===== src/rtl/div_unit.sv =====
// Iterative radix-2 restoring divider for RV32M DIV/DIVU/REM/REMU.
// Holds quotient and remainder so a paired DIV/REM can read the other result.
module div_unit #(
    parameter int unsigned WIDTH = 32
) (
    input  logic             CLK,
    input  logic             RST,
    input  logic             Start,
    input  logic             Signed,
    input  logic             RemSel,
    input  logic             Flush,
    input  logic [WIDTH-1:0] A,
    input  logic [WIDTH-1:0] B,
    output logic [WIDTH-1:0] Result,
    output logic             Done,
    output logic             Busy,
    output logic             StallReq
);

    localparam int unsigned      CW       = (WIDTH > 1) ? $clog2(WIDTH) : 1;
    localparam logic [CW-1:0]    LAST_CNT = CW'(WIDTH - 1);
    localparam logic [WIDTH-1:0] MIN_INT  = {1'b1, {(WIDTH-1){1'b0}}};

    typedef enum logic [1:0] {
        IDLE = 2'd0,
        CALC = 2'd1,
        DONE = 2'd2
    } divState_e;

    divState_e        state;
    logic [CW-1:0]    cnt;
    logic [WIDTH-1:0] qReg;
    logic [WIDTH-1:0] rReg;
    logic [WIDTH-1:0] dividend;
    logic [WIDTH-1:0] divisor;
    logic [WIDTH-1:0] partial;
    logic             quotNeg;
    logic             remNeg;

    logic             accept;
    logic             negA;
    logic             negB;
    logic             divByZero;
    logic             overflow;
    logic [WIDTH-1:0] absA;
    logic [WIDTH-1:0] absB;
    logic [WIDTH:0]   pShift;
    logic [WIDTH:0]   pSub;
    logic             geDiv;
    logic [WIDTH-1:0] pNext;
    logic [WIDTH-1:0] dNext;
    logic [WIDTH-1:0] qFinal;
    logic [WIDTH-1:0] rFinal;

    // Operand prep and one restoring step; the borrow of pSub doubles as the compare.
    always_comb begin
        accept    = (state != CALC);
        negA      = Signed & A[WIDTH-1];
        negB      = Signed & B[WIDTH-1];
        absA      = negA ? (~A + WIDTH'(1)) : A;
        absB      = negB ? (~B + WIDTH'(1)) : B;
        divByZero = (B == '0);
        overflow  = Signed & (A == MIN_INT) & (B == '1);
        pShift    = {partial, dividend[WIDTH-1]};
        pSub      = pShift - {1'b0, divisor};
        geDiv     = ~pSub[WIDTH];
        pNext     = geDiv ? pSub[WIDTH-1:0] : pShift[WIDTH-1:0];
        dNext     = {dividend[WIDTH-2:0], geDiv};
        qFinal    = quotNeg ? (~dNext + WIDTH'(1)) : dNext;
        rFinal    = remNeg ? (~pNext + WIDTH'(1)) : pNext;
    end

    assign Result   = RemSel ? rReg : qReg;
    assign Busy     = (state == CALC);
    assign StallReq = Busy | (Start & accept & ~(divByZero | overflow));

    always_ff @(posedge CLK or negedge RST) begin
        if (!RST) begin
            state    <= IDLE;
            cnt      <= '0;
            qReg     <= '0;
            rReg     <= '0;
            dividend <= '0;
            divisor  <= '0;
            partial  <= '0;
            quotNeg  <= 1'b0;
            remNeg   <= 1'b0;
            Done     <= 1'b0;
        end else begin
            Done <= 1'b0;
            if (Flush) begin
                state <= IDLE;
            end else begin
                case (state)
                    IDLE, DONE: begin
                        if (!Start) begin
                            state <= IDLE;
                        end else if (divByZero) begin
                            qReg  <= '1;
                            rReg  <= A;
                            Done  <= 1'b1;
                            state <= DONE;
                        end else if (overflow) begin
                            qReg  <= A;
                            rReg  <= '0;
                            Done  <= 1'b1;
                            state <= DONE;
                        end else begin
                            dividend <= absA;
                            divisor  <= absB;
                            partial  <= '0;
                            quotNeg  <= negA ^ negB;
                            remNeg   <= negA;
                            cnt      <= '0;
                            state    <= CALC;
                        end
                    end
                    CALC: begin
                        partial  <= pNext;
                        dividend <= dNext;
                        cnt      <= cnt + CW'(1);
                        if (cnt == LAST_CNT) begin
                            qReg  <= qFinal;
                            rReg  <= rFinal;
                            Done  <= 1'b1;
                            state <= DONE;
                        end
                    end
                    default: state <= IDLE;
                endcase
            end
        end
    end

endmodule

===== config.mk =====
export PLATFORM = sky130hd
export DESIGN_NAME = div_unit
export DESIGN_NICKNAME = d
export VERILOG_FILES = /design/src/rtl/div_unit.sv
export SDC_FILE = /design/constraint.sdc
export NUM_CORES = 1
export LEC_CHECK = 0
export ABC_AREA = 1
export CAP_MARGIN = 20
export CORE_ASPECT_RATIO = 0.75
export CORE_UTILIZATION = 35
export DETAILED_ROUTE_END_ITERATION = 12
export DONT_BUFFER_PORTS = 1
export PLACE_DENSITY = 0.55
export SETUP_SLACK_MARGIN = 0.05
export SLEW_MARGIN = 20
export SYNTH_ARGS = -nofsm -noshare
export SYNTH_HDL_FRONTEND = slang
export SYNTH_SLANG_ARGS = --single-unit

===== constraint.sdc =====
create_clock -name CLK -period 5.55 [get_ports CLK]
set_input_delay 0.555 -clock CLK [delete_from_list [all_inputs] [get_ports CLK]]
set_output_delay 0.555 -clock CLK [all_outputs]
set_load 0.01 [all_outputs]

Word-level counts from Yosys, hierarchy flattened. Cells that the tools add are included.

Add/subtract/negate cells: 6. Equality and inequality tests: 12. Multiplexer cells: 40. Bitwise logic cells: 18. Reductions and logical operators: 7.

Operators by type and width (number): 2-to-1 mux 32 bit (20); case mux 32 bit (2 select lines) (4); adder 32 x 1 -> 32 bit (second input constant) (4); NOT 32 bit (4); equality test 32 bit (second input constant) (2); subtractor 33 x 32 -> 33 bit (1); zero test 32 bit (1); 2-to-1 mux 5 bit (3); AND reduction 5 bit (3); 2-to-1 mux 2 bit (5); case mux 5 bit (2 select lines) (1); bitwise AND 1 bit (6); != test 2 bit (second input constant) (3); adder 5 x 1 -> 5 bit (second input constant) (1); equality test 5 bit (second input constant) (1); 2-to-1 mux 1 bit (5); NOT 1 bit (5); != test 2 x 1 -> 1 bit (second input constant) (2); case mux 2 bit (2 select lines) (1); != test 3 x 2 -> 1 bit (second input constant) (1); != test 3 bit (second input constant) (1); equality test 2 x 1 -> 1 bit (second input constant) (1); equality test 2 bit (second input constant) (1); zero test 2 bit (1); 5 further kinds (6).

Flip-flop bits (word level): 170. Bits of input ports: 70. Output and inout bits: 35. Logic and storage cells: 93.

Longest topological paths before layout.
Depth after elaboration: 8. Depth in mapped cells: 32. Gate-level depth less buffers: 30.

Worst setup path after synthesis. OpenSTA, ideal clock, no wires.

Path type: reg-to-reg. Start point: register dividend[31]. End point: register qReg[30]. Setup time: 0.086 ns. Arrival time: 4.069 ns. Data required time: 5.464 ns. Path slack: 1.396 ns. Cell stages (with the launch flop): 32. Path buffers: 2. Clock period less this slack: 4.154 ns. Cells stage by stage: dfrtp_1 > inv_1 > ha_1 > fa_1 > inv_1 > nand2_1 > nand2_1 > nand3_1 > nand2_1 > nand2_1 > nand2_1 > nand2_4 > nand2_4 > nand2_4 > nand2_2 > buf_6 > buf_4 > ha_1 > inv_1 > nor3_1 > nand3_1 > nor3_1 > nand3_1 > inv_1 > nand2_1 > nand2_1 > nand2_1 > a21oi_1 > o21ai_0 > o21ai_0 > nand3_1 > a32oi_1.

Word-level cells in the longest chain between the ends: 7.

Ends and longest elaborated chain: from (decl) (RTL line 34) `logic [WIDTH-1:0] dividend;`; from (signal assigned) (RTL line 109) `dividend <= absA;`; from (signal assigned) (RTL line 120) `dividend <= dNext;`; subtractor 33 x 32 -> 33 bit (RTL line 65) `pSub = pShift - {1'b0, divisor};`; NOT 1 bit (RTL line 66) `geDiv = ~pSub[WIDTH];`; NOT 32 bit (RTL line 69) `qFinal = quotNeg ? (~dNext + WIDTH'(1)) : dNext;`; adder 32 x 1 -> 32 bit (RTL line 69); 2-to-1 mux 32 bit (RTL line 69); 2-to-1 mux 32 bit (RTL line 122) `if (cnt == LAST_CNT) begin`; case mux 32 bit (2 select lines) (RTL line 94) `case (state)`; to (signal assigned) (RTL line 123) `qReg <= qFinal;`; to (decl) (RTL line 32) `logic [WIDTH-1:0] qReg;`.

Every way passes these cells. The select of a mux whose other input is x is not followed. A chain may end at the register's enable or synchronous reset.

Worst setup path after layout. Ends and elaborated chain as after synthesis.

==> flow_metrics.tcl <==
set metrics [dict create \
    slew_headroom_pct 33.14 \
    vdd_drop_max_uv 320.7 \
    antennaDiodeCount 0 \
    cts.sinks 170 \
    rsz0062_at_grt "no" \
    hold_path_class "input pin to asynchronous set/reset pin" \
    place_area_um2 14350 \
    antenna_found_initial 1 \
    fin_crit_sh_pct 86.20 \
    grt_pass1_wl_um 79300 \
    startpoint_type "flip-flop" \
    maxCapViolCount 0 \
    use_met1_pct 39.79 \
    cp_slowest_cell "fa_1" \
    start_util_pct 35.95 \
    row_count 62 \
    dieArea_um2 40570 \
    busiest_layer "met1" \
    end_kind "flip-flop" \
    clock_latency_ps 460 \
    max_freq_mhz 209.0 \
    finalInstanceArea_um2 14990 \
    wl_per_cell_um 19.33 \
    hold_violations 0 \
    portBuffers 0 \
    pin_count 105 \
    power.density_nw_per_um2 625.0 \
    cp_num_buf_inv 4 \
    layout-drive-gt1-share_pct 6.470 \
    ys_top_cells_by_count "604 x nand2_1, 283 x inv_1, 186 x o21ai_0, 177 x nor2_1, 170 x dfrtp_1" \
    yosysTopAreaCellShare_pct 30.57 \
    path_class "flip-flop to flip-flop" \
    worst_pin_slew_ps 1003 \
    fin_crit_ps 4784 \
    syn_nets 2274 \
    max_stage_delay_ps 380 \
    async_reset_ff_share_pct 100.0 \
    finalSetupTns_ps 0 \
    syn_inst 2164 \
    status "completed" \
    cts_tree "built" \
    clockBufferDepth 2 \
    n_fill_cell 4142 \
    vias 14410 \
    grtUsageMet2_pct 35.63 \
    fin_skew_ps 13.20 \
    area_growth_pct 7.723 \
    grt_util_met3_pct 5.728 \
    grt_pass1_vias 13270 \
    yosysWarningCount 0 \
    synth_cell_types 56 \
    avgSynthCellArea_um2 6.431 \
    post_cts_buffers 0 \
    grt_max_degree 171 \
    worst-endpoint-arrival_ps 5160 \
    core-area_um2 38710 \
    drv_slew 0 \
    numCtsBuffers 17 \
    grt_overflow 0 \
    drt-total-wl_um 51120 \
    gp_congestion 0.9611 \
    synth.most_common_cell "nand2_1" \
    seq_area_frac_synth_pct 30.57 \
    drt-pass1-iter-count 6 \
    finalPower_mw 9.370 \
    final_nets 2231 \
    h-tree-depth 4 \
    cts_root_buf "clkbuf_16" \
    drt_iter0_drc 1685 \
    dp_hpwl_um 38650 \
    die_h_um 174.7 \
    worstPathMaxFanout 5 \
    via_per_inst 5.448 \
    setup_violations 0 \
    die_w_um 232.3 \
    cts_hold_repair.buffers 1 \
    syn-cell-area_um2 13920 \
    leakagePower_nw 7.401 \
    cts-resized-gates 0 \
    synth_area_leaders "dfrtp_1 31%, nand2_1 16%, inv_1 7.6%" \
    clk_pin_slew_ps 70 \
    synth_edf_count 0 \
    cp_top_family "simple AND/OR/NAND/NOR gates" \
    postRouteAntennaNets 0 \
    ys_ff_latch 170 \
    synth_top_area_cell "dfrtp_1" \
    drcViolationCount 0 \
    crit_required_ps 5920 \
    grt_usage_pct 25.52 \
    ys_dominant_reg_cell "dfrtp_1" \
    critPathMostFrequentCell "nand2_1" \
]
## routing by layer
layer	vias to the layer above	wire (µm)
met2	527	20910
met4	0	527
met1	6840	25610
met5	-	0
met3	37	4073
li1	7007	-
## cells by family (layout without fill, tap and decap cells)
group	after synthesis	count (layout)	synth area share [%]
buffers and inverters	379	348	10.67
DFF	170	170	30.57
and+or+nand+nor	1116	1116	34.93
adders and majority gates	40	40	3.650
AOI/OAI and AO/OA	410	410	17.10
xor gates and xnor gates	49	49	3.084
## final cells by class
class,instances,area [µm²],area share (%)
multi-input combinational,1615,8190,54.63
sequential,170,4254,28.38
inverter,298,1120,7.470
tap,512,640.6,4.273
clock buffer,22,474.2,3.163
timing repair buffer,19,175.2,1.168
clock inverter,9,137.6,0.9180
## where the power goes
group	switching, mW	internal [mW]
clock network	0.567	0.747
registers	0.261	1.65
logic	4.31	1.84
## cell usage in the layout (no fill, tap or decap), types with 13 or more instances in the layout
cell type / count
a21oi_1: 91
a2bb2oi_1: 18
buf_4: 17
clkbuf_16: 17
dfrtp_1: 170
ha_1: 39
inv_1: 281
inv_2: 13
nand2_1: 604
nand2_2: 26
nand3_1: 149
nand4_1: 39
nor2_1: 176
nor3_1: 45
nor4_1: 24
o21ai_0: 186
o22ai_1: 23
or2_2: 19
xnor2_1: 23
xor2_1: 26
## final timing paths
kind / startpoint / endpoint / slack [ps] / depth (start not counted)
worst min register to register: cnt[2]$_DFFE_PN0P_ / cnt[2]$_DFFE_PN0P_ / 480 / 1
worst min-delay path: RST / divisor[6]$_DFFE_PN0P_ / 120 / 1
worst max-delay path: dividend[31]$_DFFE_PN0P_ / qReg[30]$_DFFE_PN0P_ / 770 / 29
worst max register to register: dividend[31]$_DFFE_PN0P_ / qReg[30]$_DFFE_PN0P_ / 770 / 29
max in group asynchronous: RST / dividend[25]$_DFFE_PN0P_ / 4620 / 1
min in group CLK: B[31] / quotNeg$_DFFE_PN0P_ / 250 / 1
## per-stage QoR
| step | hold WS [ps] | utilization (%) | setup WS, ps | cells |
|---|---|---|---|---|
| 2_1_floorplan | 259.4 | - | 1396 | 2164 |
| 6_report | 118.6 | 38.73 | 765.7 | 2645 |
| 3_3_place_gp | 276.2 | 37.07 | 1047 | 2613 |
| 4_1_cts | 196.7 | 38.73 | 874.0 | 2645 |
| 5_1_grt | 215.3 | 38.73 | 309.6 | 2645 |
| 3_5_place_dp | 275.2 | 37.07 | 895.0 | 2613 |
## registers in the layout, indices dropped and copies added (netlist names)
signal / count
dividend: 32
divisor: 32
qReg: 32
cnt: 5
quotNeg: 1
partial: 32
remNeg: 1
state: 2
rReg: 32
Done: 1
Power figures use the tool's default switching activity.
